[config.mk]
export PLATFORM = sky130hd
export DESIGN_NAME = gpr_dump_reader
export DESIGN_NICKNAME = d
export VERILOG_FILES = /design/src/rtl/gpr_dump_reader.sv
export SDC_FILE = /design/constraint.sdc
export NUM_CORES = 1
export LEC_CHECK = 0
export BUFFER_PORTS_ARGS = -buffer_cell sky130_fd_sc_hd__buf_4
export CAP_MARGIN = 5
export CORE_MARGIN = 3
export CORE_UTILIZATION = 30
export DETAILED_ROUTE_END_ITERATION = 12
export HOLD_SLACK_MARGIN = 0.1
export PLACE_DENSITY_LB_ADDON = 0.08
export SETUP_SLACK_MARGIN = 0.02
export SLEW_MARGIN = 20
export SYNTH_ARGS = -nofsm -noshare
export SYNTH_HDL_FRONTEND = slang
export SYNTH_SLANG_ARGS = --single-unit
[constraint.sdc]
create_clock -name clk -period 4.95 [get_ports clk]
set_input_delay 0.2475 -clock clk [delete_from_list [all_inputs] [get_ports clk]]
set_output_delay 0.2475 -clock clk [all_outputs]
set_load 0.005 [all_outputs]
[src/rtl/gpr_dump_reader.sv]
// -----------------------------------------------------------------------------
// gpr_dump_reader
//
// Purpose:
//   Walks a contiguous range of GPR indices through one GPR read port and
//   streams every (index, value) pair out over a valid/ready handshake. Used by
//   debug logic and by benches to snapshot architectural register state.
//   The GPR write port is snooped so that a writeback landing on the very edge
//   a register is sampled is still reflected in the dumped value.
//
// Parameters:
//   FIRST_REG  first register index dumped (0..31)
//   LAST_REG   last register index dumped (FIRST_REG <= LAST_REG <= 31)
//
// Ports:
//   clk        clock, all state changes on the rising edge
//   rst_n      asynchronous active-low reset
//   start      one-cycle request to begin a dump (ignored while busy)
//   abort      cancel a dump in progress (ignored when idle)
//   busy       high from the cycle after an accepted start until done/abort
//   done       one-cycle pulse after the last pair has been accepted
//   rd_sel     GPR read select
//   rd_data    GPR read data, combinational from rd_sel
//   wr_en      snooped GPR write enable
//   wr_sel     snooped GPR write select
//   wr_data    snooped GPR write data
//   out_valid  out_idx/out_data hold a valid pair
//   out_ready  consumer accepts the pair when out_valid & out_ready
//   out_idx    register index of the presented pair
//   out_data   register value of the presented pair
// -----------------------------------------------------------------------------
module gpr_dump_reader #(
    parameter int FIRST_REG = 0,
    parameter int LAST_REG  = 31
) (
    input  logic        clk,
    input  logic        rst_n,
    input  logic        start,
    input  logic        abort,
    output logic        busy,
    output logic        done,
    output logic [4:0]  rd_sel,
    input  logic [31:0] rd_data,
    input  logic        wr_en,
    input  logic [4:0]  wr_sel,
    input  logic [31:0] wr_data,
    output logic        out_valid,
    input  logic        out_ready,
    output logic [4:0]  out_idx,
    output logic [31:0] out_data
);

    localparam logic [4:0] FIRST_IDX = 5'(FIRST_REG);
    localparam logic [4:0] LAST_IDX  = 5'(LAST_REG);

    typedef enum logic [1:0] {
        IDLE,
        FETCH,
        SEND
    } state_t;

    state_t      state;
    logic [4:0]  idx;
    logic [31:0] fetch_value;

    // Value sampled for the register currently being fetched. R0 is hardwired
    // to zero whatever the port returns. A write to the same register on this
    // edge has not reached the array yet, so rd_data would be stale and the
    // snooped write data is forwarded instead.
    always_comb begin
        fetch_value = rd_data;
        if (idx == 5'd0) begin
            fetch_value = 32'd0;
        end else if (wr_en && (wr_sel == idx)) begin
            fetch_value = wr_data;
        end
    end

    // Dump sequencer. IDLE waits for start, FETCH samples one register for a
    // single cycle, SEND holds the pair until the consumer takes it and then
    // either moves on to the next index or finishes with a done pulse. abort
    // outranks everything (including a same-cycle handshake) once a dump is
    // running; in IDLE it is ignored so start always wins there. The dump
    // stops at LAST_REG, so idx never wraps past 31.
    always_ff @(posedge clk or negedge rst_n) begin
        if (!rst_n) begin
            state     <= IDLE;
            idx       <= 5'd0;
            rd_sel    <= 5'd0;
            busy      <= 1'b0;
            done      <= 1'b0;
            out_valid <= 1'b0;
            out_idx   <= 5'd0;
            out_data  <= 32'd0;
        end else begin
            done <= 1'b0;
            if ((state != IDLE) && abort) begin
                state     <= IDLE;
                idx       <= 5'd0;
                rd_sel    <= 5'd0;
                busy      <= 1'b0;
                out_valid <= 1'b0;
            end else begin
                case (state)
                    IDLE: begin
                        if (start) begin
                            idx    <= FIRST_IDX;
                            rd_sel <= FIRST_IDX;
                            busy   <= 1'b1;
                            state  <= FETCH;
                        end
                    end
                    FETCH: begin
                        out_idx   <= idx;
                        out_data  <= fetch_value;
                        out_valid <= 1'b1;
                        state     <= SEND;
                    end
                    SEND: begin
                        if (out_ready) begin
                            out_valid <= 1'b0;
                            if (idx == LAST_IDX) begin
                                done  <= 1'b1;
                                busy  <= 1'b0;
                                state <= IDLE;
                            end else begin
                                idx    <= idx + 5'd1;
                                rd_sel <= idx + 5'd1;
                                state  <= FETCH;
                            end
                        end
                    end
                    default: begin
                        state <= IDLE;
                    end
                endcase
            end
        end
    end

endmodule

==> impl_metrics.tcl <==
set metrics [dict create \
    synthSimpleGateAreaFrac_pct 23.48 \
    synth_ff_type "dfrtp_1" \
    drt_pass1_iterations 4 \
    crit_chain "xor2_1 -> nor4_4 -> buf_4 -> and2_2 -> o211ai_1" \
    path_delay_family "simple AND/OR/NAND/NOR gates" \
    synth_nets 340 \
    finalCritPeriodShare_pct 52.95 \
    htreeDepth 2 \
    status "complete, no violations" \
    via_count 2324 \
    row_count 33 \
    cts_tree "done" \
    critPathRequiredTime_ns 5.09 \
    powerDensity_nw_per_um2 246.2 \
    async_reset_ff_share_pct 100.0 \
    maxCapViolCount 0 \
    vias_per_cell 4.924 \
    routedWlPerCell_um 16.22 \
    grt.overflow.total 0 \
    port_buffers 119 \
    clockRootBuffer "clkbuf_8" \
    grt_first_pass_wirelength_um 12050 \
    synth_area_per_cell_um2 9.948 \
    drtIter0Drc 60 \
    ioPinCount 120 \
    setup_viol 0 \
    worst_r2r_path_depth 5 \
    core_area_um2 8341 \
    cts_inserted_buffers 5 \
    netlist_instances 262 \
    skew_ns 0.006081 \
    clk_pin_slew_ns 0.09 \
    layout.nets 446 \
    synthesis.area_um2 2606 \
    routed_wl_um 7657 \
    synth_mux_area_share_pct 2.352 \
    synth_compound_area_share_pct 18.63 \
    synth_top_family_by_area "simple AND/OR/NAND/NOR gates" \
    track_usage_pct 15.14 \
    synth-adder-area-share_pct 1.440 \
    cts.sinks 47 \
    crit_path_max_fanout 33 \
    grt_max_degree 65 \
    diodes 0 \
    end_kind "flip-flop" \
    relSlewSlack_pct 36.89 \
    crit_path_max_incr_delay_ns 0.86 \
    hpwl_um 5176 \
    synth_edf_count 0 \
    drv_slew 0 \
    final_common_cell "buf_4" \
    cp_num_cells 5 \
    clk_latency_ns 0.30 \
    cpMaxStageDelayCell "and2_2" \
    timing.critical_path.arrival_ns 2.76 \
    tns_ns 0 \
    stdcell_area_um2 3573 \
    hp-class "input pin to flip-flop" \
    crit_type "flip-flop to flip-flop" \
    drive_above_1_share_pct 43.87 \
    mostFrequentLayoutCells "buf_4, nand2_1, dfrtp_1" \
    hold_viol 0 \
    postSynthRegisterBits 47 \
    die_h_um 99.21 \
    grt_pass1_vias 2307 \
    place_area_um2 3491 \
    irDropWorstVdd_uv 106.2 \
    ys_warn_count 0 \
    clockBufferDepth 2 \
    hold_depth 2 \
    worst-path-buf-inv 1 \
    remaining_drc_errors 0 \
    dieArea_um2 9842 \
    post_cts_buffers 0 \
    fmax_mhz 381.5 \
    power_leakage_nw 1.779 \
    worstSetupStartpointType "flip-flop" \
    yosysUniqueCellTypes 36 \
    ys_seq_area_share_pct 45.13 \
    die_w_um 99.21 \
    ctsResizeCount 0 \
    synth_xor_area_share_pct 1.680 \
    gp_congestion 0.7618 \
    layout_min_cycle_time_ns 2.621 \
    areaGrowthSynthToFinish_pct 37.11 \
    initial_core_util_pct 31.25 \
    antenna_found_initial 0 \
    rsz0062_at_grt "no" \
    postRouteAntennaNets 0 \
    worst_slew_pin_slew_ns 0.9466 \
]
## repair_timing
item | CTS | global route
hold buffers | 1 | 0
hold endpoints to repair | 47 | 0
endpoints found under the setup margin | 0 | 0
## per-stage QoR
step,setup slack [ns],std cells,total power [mW],utilization (%),hold WS (ns)
after floorplan,3.118,262,0.5428,-,-0.04809
after global placement,2.385,465,0.6692,41.85,0.3216
after detailed placement,2.342,465,0.6702,41.85,0.3202
after CTS,2.323,472,0.8940,42.84,0.1572
after global routing,2.147,472,0.9293,42.84,0.1794
final,2.329,472,0.8796,42.84,0.1639
## state kept, by name, indices dropped and copies added (netlist names)
name / count
state: 2
busy: 1
idx: 5
out_idx: 5
out_valid: 1
out_data: 32
done: 1
## power breakdown
part           internal, mW  switching [mW]
Sequential            0.421          0.0265
Clock                0.0946           0.126
Combinational         0.117          0.0941
Total                 0.633           0.246
## layer usage
metal	part of all wire [%]	track usage (%)
met5	0	0
met1	46	20.96
met4	0.89	3.151
met3	7.4	4.067
met2	46	23.86
## Yosys cell counts, drive strengths merged, types with 2 or more instances
library cell	number	area (um2)
o211ai	34	395.4
nor2	4	15.01
and2	2	12.51
dfrtp	47	1176
buf	15	133.9
xor2	4	35.03
nand3	4	20.02
inv	5	18.77
nand2	71	266.5
nand4	32	200.2
nor3b	2	15.01
clkbuf	10	37.54
ha	3	37.54
mux2i	5	50.05
nand2b	2	12.51
or3b	2	17.52
o21ai	6	30.03
## path summary, 6_finish.rpt
| path | to | slack, ns | start |
|---|---|---|---|
| max in group asynchronous | out_data[24]$_DFFE_PN0P_ | 4.01 | rst_n |
| min | state[1]$_DFFE_PN0P_ | 0.16 | out_ready |
| min reg2reg | out_data[30]$_DFFE_PN0P_ | 0.49 | out_data[30]$_DFFE_PN0P_ |
| max reg2reg | out_data[28]$_DFFE_PN0P_ | 2.33 | idx[2]$_DFFE_PN0P_ |
| max | out_data[28]$_DFFE_PN0P_ | 2.33 | idx[2]$_DFFE_PN0P_ |
| min in group asynchronous | out_data[31]$_DFFE_PN0P_ | 0.50 | rst_n |
## final cells by class
| cell class | count | area (um2) |
|---|---|---|
| clock buffers | 6 | 72.57 |
| fillers | 850 | 4767 |
| inverters | 5 | 18.77 |
| multi-input cells | 185 | 1241 |
| flip-flops and latches | 47 | 1176 |
| well taps | 105 | 131.4 |
| repair buffers | 124 | 933.4 |
## logic make-up (layout without fill, tap and decap cells)
| group | count (synthesis) | in the layout |
|---|---|---|
| buffers and inverters | 30 | 135 |
| and+or+nand+nor | 125 | 125 |
| muxes | 6 | 6 |
| DFF | 47 | 47 |
| xor gates and xnor gates | 5 | 5 |
| AOI/OAI and AO/OA | 46 | 46 |
| adders and majority gates | 3 | 3 |
No activity file was read; power rests on OpenSTA's default activity.
